==> src/rtl/execute_stage.sv <==
// execute_stage: EX stage of the 10-bit pipelined CPU; forwards operands, runs the ALU or half-word insert, and registers the result into a stallable EX pipeline register.
//   in : clk, reset (sync, active-low), rs_in/rt_in/signextimm, ALU_EX/ALU_M/Mem_M forwarding sources,
//        ALU_sel, imm_sel, upper/lower_hw_en_in, half_word_in, rd_sel1/2_in, write_sel_EX/M,
//        reg_write_en_EX/M, MemtoReg_EX/M, MEM-bound control *_in, reg_writesel_in, cache_Ready
//   out: rs_out/rt_out (forwarded operands), ALU_result, registered MEM-bound control, reg_writesel_out
module execute_stage (
  input  logic       clk,
  input  logic       reset,
  input  logic [9:0] rs_in,
  input  logic [9:0] rt_in,
  input  logic [9:0] signextimm,
  input  logic [9:0] ALU_EX,
  input  logic [9:0] ALU_M,
  input  logic [9:0] Mem_M,
  input  logic [1:0] ALU_sel,
  input  logic       imm_sel,
  input  logic       upper_hw_en_in,
  input  logic       lower_hw_en_in,
  input  logic [4:0] half_word_in,
  input  logic [2:0] rd_sel1_in,
  input  logic [2:0] rd_sel2_in,
  input  logic [2:0] write_sel_EX,
  input  logic [2:0] write_sel_M,
  input  logic       reg_write_en_EX,
  input  logic       MemtoReg_EX,
  input  logic       reg_write_en_M,
  input  logic       MemtoReg_M,
  input  logic       reg_write_en_in,
  input  logic       RAM_writeEnable_in,
  input  logic       MemtoReg_in,
  input  logic       PC_en_in,
  input  logic [2:0] reg_writesel_in,
  input  logic       cache_Ready,
  output logic [9:0] rs_out,
  output logic [9:0] rt_out,
  output logic [9:0] ALU_result,
  output logic       reg_write_en_out,
  output logic       RAM_writeEnable_out,
  output logic       MemtoReg_out,
  output logic       PC_en_out,
  output logic [2:0] reg_writesel_out
);
  logic [1:0] w_fwd_a, w_fwd_b;
  logic [9:0] w_op_a, w_op_b, w_base_b, w_alu, w_ex;
  logic [9:0] r_rs, r_rt, r_res;
  logic       r_rwe, r_ramwe, r_m2r, r_pc;
  logic [2:0] r_wsel;
  // EX/MEM hit beats MEM/WB hit; an EX-stage load cannot be forwarded yet, so it never matches.
  always_comb begin
    w_fwd_a = (reg_write_en_EX && !MemtoReg_EX && write_sel_EX == rd_sel1_in) ? 2'b01 :
              (reg_write_en_M && !MemtoReg_M && write_sel_M == rd_sel1_in)    ? 2'b10 :
              (reg_write_en_M &&  MemtoReg_M && write_sel_M == rd_sel1_in)    ? 2'b11 : 2'b00;
    w_fwd_b = imm_sel                                                         ? 2'b00 :
              (reg_write_en_EX && !MemtoReg_EX && write_sel_EX == rd_sel2_in) ? 2'b01 :
              (reg_write_en_M && !MemtoReg_M && write_sel_M == rd_sel2_in)    ? 2'b10 :
              (reg_write_en_M &&  MemtoReg_M && write_sel_M == rd_sel2_in)    ? 2'b11 : 2'b00;
    w_base_b = imm_sel ? signextimm : rt_in;
    w_op_a = w_fwd_a == 2'b01 ? ALU_EX : w_fwd_a == 2'b10 ? ALU_M : w_fwd_a == 2'b11 ? Mem_M : rs_in;
    w_op_b = w_fwd_b == 2'b01 ? ALU_EX : w_fwd_b == 2'b10 ? ALU_M : w_fwd_b == 2'b11 ? Mem_M : w_base_b;
    w_alu = ALU_sel == 2'b00 ? w_op_a + w_op_b :
            ALU_sel == 2'b01 ? w_op_a - w_op_b :
            ALU_sel == 2'b10 ? w_op_a & w_op_b : w_op_a | w_op_b;
    // Lower insert wins when both enables are set.
    w_ex = lower_hw_en_in ? {w_op_a[9:5], half_word_in} :
           upper_hw_en_in ? {half_word_in, w_op_a[4:0]} : w_alu;
  end
  always_ff @(posedge clk) begin
    if (!reset) begin
      r_rs    <= '0;
      r_rt    <= '0;
      r_res   <= '0;
      r_rwe   <= 1'b0;
      r_ramwe <= 1'b0;
      r_m2r   <= 1'b0;
      r_pc    <= 1'b0;
      r_wsel  <= '0;
    end else if (cache_Ready) begin
      r_rs    <= w_op_a;
      r_rt    <= w_op_b;
      r_res   <= w_ex;
      r_rwe   <= reg_write_en_in;
      r_ramwe <= RAM_writeEnable_in;
      r_m2r   <= MemtoReg_in;
      r_pc    <= PC_en_in;
      r_wsel  <= reg_writesel_in;
    end
  end
  assign rs_out              = r_rs;
  assign rt_out              = r_rt;
  assign ALU_result          = r_res;
  assign reg_write_en_out    = r_rwe;
  assign RAM_writeEnable_out = r_ramwe;
  assign MemtoReg_out        = r_m2r;
  assign PC_en_out           = r_pc;
  assign reg_writesel_out    = r_wsel;
endmodule

==> config.mk <==
export PLATFORM = sky130hd
export DESIGN_NAME = execute_stage
export DESIGN_NICKNAME = d
export VERILOG_FILES = /design/src/rtl/execute_stage.sv
export SDC_FILE = /design/constraint.sdc
export NUM_CORES = 1
export LEC_CHECK = 0
export CAP_MARGIN = 20
export CORE_MARGIN = 2
export CORE_UTILIZATION = 40
export CTS_BUF_LIST = sky130_fd_sc_hd__clkbuf_4 sky130_fd_sc_hd__clkbuf_8 sky130_fd_sc_hd__clkbuf_16
export CTS_CLUSTER_DIAMETER = 80
export DETAILED_ROUTE_END_ITERATION = 16
export GPL_TIMING_DRIVEN = 0
export PLACE_DENSITY = 0.8
export SLEW_MARGIN = 20
export SYNTH_ARGS = -nofsm -noshare
export SYNTH_HDL_FRONTEND = slang
export SYNTH_SLANG_ARGS = --single-unit
==> constraint.sdc <==
create_clock -name clk -period 4.1 [get_ports clk]
set_input_delay 0.615 -clock clk [delete_from_list [all_inputs] [get_ports clk]]
set_output_delay 0.615 -clock clk [all_outputs]
set_load 0.1 [all_outputs]
==> results.sh <==
export IMPL_outcome="complete, no violations"
export IMPL_synth_area_um2=3770
export IMPL_diodes=0
export IMPL_port_buffers=129
export IMPL_critPathLaunchType="primary input"
export IMPL_path_max_fanout=10
export IMPL_worstSetupPathType="in2reg"
export IMPL_power_leakage_uw=0.00208
export IMPL_antenna_found_initial=0
export IMPL_syn_to_final_growth_pct=44.6
export IMPL_ys_types=67
export IMPL_synthTopCellsByCount="37 x a21oi_1, 37 x dfxtp_1, 37 x o21ai_0"
export IMPL_hpwl_um=10700
export IMPL_wirelength_um=13700
export IMPL_synth_top_area_share_pct=19.7
export IMPL_critPathCaptureType="register"
export IMPL_place_area_um2=5200
export IMPL_drc_errors=0
export IMPL_place_congestion=0.924
export IMPL_worstSkewPairLatency_ps=300
export IMPL_cts_root_buf="clkbuf_8"
export IMPL_finalHoldViolCount=0
export IMPL_cts_made_buffers=5
export IMPL_finalInstanceArea_um2=5450
export IMPL_async_reset_ff_share_pct=0
export IMPL_dpl_cell_count=729
export IMPL_gr_total_overflow=0
export IMPL_dr_pass1_iters=5
export IMPL_num_vias=4402
export IMPL_postRouteAntennaNets=0
export IMPL_ir_drop_v=0.000174
export IMPL_drv_cap=0
export IMPL_synth_top_area_cell="dfxtp_1"
export IMPL_syn_area_per_cell_um2=7.70
export IMPL_fin_crit_ps=3960
export IMPL_cts_buffer_depth=2
export IMPL_die_w_um=101
export IMPL_drv_slew=0
export IMPL_max_stage_delay_ps=570
export IMPL_nNetsFinal=756
export IMPL_core_area_um2=9200
export IMPL_synth_seq_area_share_pct=19.7
export IMPL_skew_ps=0
export IMPL_slew_headroom_pct=31.7
export IMPL_via_per_inst=5.94
export IMPL_grt_usage_pct=25.7
export IMPL_hold_class="reg2reg"
export IMPL_worst_pin_slew_ps=1020
export IMPL_grt_pass1_vias=4232
export IMPL_power_uw=1530
export IMPL_start_util_pct=41.0
export IMPL_clk_pin_slew_worst_paths_ps=70
export IMPL_drt_iter0_drc=278
export IMPL_cp_arrival_ps=4140
export IMPL_critPathMostFrequentCell="inv_1"
export IMPL_synth_nets=616
export IMPL_fillers=817
export IMPL_synth_area_top_cells="dfxtp_1 20%, ha_1 9.6%, mux2i_1 5.3%, a21oi_1 4.9%, o21ai_0 4.9%"
export IMPL_cts_htree_levels=2
export IMPL_cts_hold_buffers=0
export IMPL_dieArea_um2=10200
export IMPL_grt_max_degree=14
export IMPL_cts_tree="yes"
export IMPL_rows=35
export IMPL_postLayoutCoreUtil_pct=59.2
export IMPL_power_per_cell_area_nw_per_um2=281
export IMPL_synthCells=489
export IMPL_io_pins=133
export IMPL_max_clock_freq_mhz=253
export IMPL_hold_slack_ps=490
export IMPL_wl_per_cell_um=18.4
export IMPL_cts_num_sinks=37
export IMPL_setup_viol=0
export IMPL_yosysWarningCount=0
export IMPL_drive_above_1_share_pct=11.7
export IMPL_fin_crit_sh_pct=96.6
export IMPL_critPathRequiredTime_ps=4280
export IMPL_die_y_um=101
export IMPL_grt_pass1_wl_um=20700
export IMPL_crit_slowest_cell="clkdlybuf4s50_1"
export IMPL_synth_ff_type="dfxtp_1"
export IMPL_crit_chain="clkdlybuf4s50_1 > nor2b_1 > and4_1 > clkbuf_4 > nand3_1 > a311oi_2 > a21oi_2 > inv_1 > ha_1 > inv_1 > fa_1 > a211oi_2 > o21bai_1 > mux2i_1 > nor3_2 > o22ai_1"
export IMPL_final_cells=741
export IMPL_synth_seq_cells=37
export IMPL_synth_edf_count=0
per-layer routing:
layer / global-route usage [%] / wire length (um)
met1: 33.2 / 5570
met3: 3.88 / 974
met2: 43.8 / 6630
met5: 0 / 0
met4: 8.63 / 489
final cells by class:
| type | count | area, um^2 | area share, % |
|---|---|---|---|
| plain buffers | 38 | 179 | 3.29 |
| clock buffers | 5 | 68.8 | 1.26 |
| clock inverters | 3 | 22.5 | 0.414 |
| inverters | 33 | 124 | 2.27 |
| multi-input cells | 381 | 2850 | 52.4 |
| flip-flops and latches | 37 | 741 | 13.6 |
| well taps | 111 | 139 | 2.55 |
| repair buffers | 133 | 1320 | 24.3 |
worst paths after layout:
check / end / cells after the start / start / slack, ps
max: ALU_result[8]$_SDFFE_PN0P_ / 16 / reg_write_en_M / 140
min reg2reg: rs_out[1]$_SDFFE_PN0P_ / 2 / rs_out[1]$_SDFFE_PN0P_ / 490
max reg2reg: ALU_result[1]$_SDFFE_PN0P_ / 4 / ALU_result[1]$_SDFFE_PN0P_ / 3200
min: rs_out[1]$_SDFFE_PN0P_ / 2 / rs_out[1]$_SDFFE_PN0P_ / 490
flip-flops by register name, indices dropped and copies added (netlist names):
name	cells
MemtoReg_out	1
PC_en_out	1
ALU_result	10
rt_out	10
RAM_writeEnable_out	1
rs_out	10
reg_write_en_out	1
reg_writesel_out	3
kinds of logic (layout without fill, tap and decap cells):
group | Yosys count | count (layout) | share of synthesized area, %
adders and majority gates | 31 | 31 | 10.7
muxes | 29 | 29 | 8.41
buffers and inverters | 71 | 212 | 7.64
DFF | 37 | 37 | 19.7
xor gates and xnor gates | 15 | 15 | 3.49
AOI/OAI and AO/OA | 172 | 172 | 31.6
and+or+nand+nor | 134 | 134 | 18.5
report_power, final:
group / internal, uW / switching (uW)
Combinational: 321 / 541
Sequential: 387 / 16.6
Clock: 121 / 144
Total: 829 / 701
critical path: cells and delay by family:
family | cells | cell delay, ps
adder cells (fa/ha/maj) | 2 | 590
AND/OR/NAND/NOR | 4 | 790
AO/OA/AOI/OAI | 5 | 1020
buffers and inverters | 4 | 930
multiplexers | 1 | 170
cells in the final DEF (no fill, tap or decap), types with 4 or more instances in the layout:
cell type / instances
ha_1: 28
inv_1: 29
a21oi_2: 11
dfxtp_1: 37
a41oi_1: 4
clkbuf_1: 17
mux2_2: 7
nand3_1: 15
o21ai_0: 35
buf_2: 8
o211ai_1: 8
clkbuf_8: 5
nand2_1: 23
clkbuf_2: 9
nand3b_1: 5
a211oi_1: 17
o21a_1: 7
nor3_1: 4
a21oi_1: 28
xnor2_1: 12
a31oi_1: 4
mux2i_1: 20
nand2b_1: 7
clkdlybuf4s50_1: 129
a311oi_1: 8
and2_1: 4
a221oi_1: 7
nor2b_1: 23
nor2_1: 35
buf_4: 4
nand4_1: 4
through the flow:
step	TNS (ps)	setup WS [ps]
3_3_place_gp	-1670	-346
6_report	0	141
5_1_grt	-107	-46.2
2_1_floorplan	0	733
4_1_cts	0	2.79
3_5_place_dp	-2400	-437
repair_timing:
item / in CTS / in global routing
endpoints found under the setup margin: 4 / 7
gates resized for setup: 8 / 32
setup buffers: 0 / 4
hold endpoints to repair: 0 / 0
pin swaps: 0 / 3
No activity file was read; power rests on OpenSTA's default activity.
==> patch: new RTL, config.mk and constraints unchanged <==
Reset style: asynchronous (`reset`), changed in one clocked block.
--- a/src/rtl/execute_stage.sv
+++ b/src/rtl/execute_stage.sv
@@ -66,3 +66,3 @@
   end
-  always_ff @(posedge clk) begin
+  always_ff @(posedge clk or negedge reset) begin
     if (!reset) begin
Formal check against the unedited RTL: differs if reset is asserted again (counterexample within 4 cycles, from zero or initial values and one cycle with reset low); with reset held inactive, the same outputs for 10 cycles.
==> patch against the original RTL <==
Combinational power increased by 30%. Global-route usage up 0.41 points. Area after synthesis fell by 4.9%. Wire length decreased by 1.5%. Setup slack lost 0.090 ns. Hold slack got worse by 0.34 ns. Total power rose by 18%. Synthesized cell count decreased by 11%. Sequential cell count did not move. Non-clock buffer count rose by 2. Design area increased by 3.0%. Highest routed layer unchanged.
==> patch: results (changes against the original RTL) <==
POSTSYNTHCELLCOUNT=433  # -11%
WORST_EP_ARRIVAL_TIME_NS=4.21  # +0.07 ns
P_PER_AREA_nW_PER_UM2=322.8  # +15%
STATUS='finished, final reports clean'
LARGEST_NET_DEGREE_AT_THE_START_OF_GLOBAL_ROUTING=34  # +20
ADDER_CELL_FRACTION_OF_SYNTH_AREA=0.1125  # +0.005493
NUM-CLOCK-BUFFERS=7  # +2
POST_LAYOUT_NONFILLER_INSTANCES=701  # -5.4%
DRTITER0DRC=387  # +39%
NNONCLKBUFFERS=173  # +1.2%
WORST_SKEW_PAIR.LATE_LATENCY_NS=0.28  # -0.02 ns
GRT_PASS1_WL_MM=20.29  # -2.1%
ROUTED-WL-MET3_MM=1.141  # +17%
GRTUSAGEMET2=0.4244  # -0.01408
GRT_PASS1_VIAS=4004  # -5.4%
IR_DROP_V=0.0003713  # +110%
SYNTH.MUX.AREA_FRACTION=0.1271  # +0.04309
FINAL_LAYOUT_SIZE_SUFFIX_GT1_FRAC=0.1771  # +0.05961
PWR.GROUP.COMBINATIONAL_mW=1.12  # +30%
P_INT_uW=939.2  # +13%
CRIT_PATH_MAX_FANOUT=6  # -4
SYNTH.AREA.TOP_CELLS='dfrtp_1 (26%), ha_1 (10%), mux2i_1 (7.5%)'
SYNTH.LIB_CELLS_USED.DISTINCT=56  # -16%
SYNTH_FP_NETS=560  # -9.1%
REG_TO_REG_START='ALU_result[4]'
[patch: what timing repair did]
action | 4_1_cts | 5_1_grt
buffers inserted | 17 | 7
pin swaps | 5 | 14
endpoints found under the setup margin | 7 | 7
resized for setup | 22 | 50
hold endpoints to repair | 0 | 0
[patch: final timing paths]
kind	slack, ns	endpoint	cells past startpoint
setup / recovery	0.05	ALU_result[4]	16
hold reg to reg	0.50	ALU_result[0]	1
setup reg to reg	3.23	ALU_result[4]	1
max in group asynchronous	3.57	rs_out[4]	2
hold / removal	0.15	ALU_result[2]	1
min in group clk	0.50	ALU_result[0]	1
[patch: per-stage QoR]
step / TNS [ns] / hold slack, ns / cell area, um2
global route: -0.3964 / 0.1415 / 5610
finish: 0 / 0.1452 / 5610
detailed placement: -5.336 / 0.4472 / 5034
floorplan: 0 / 0.3194 / 3582
global placement: -4.663 / 0.4816 / 5019
CTS: 0 / 0.1367 / 5356
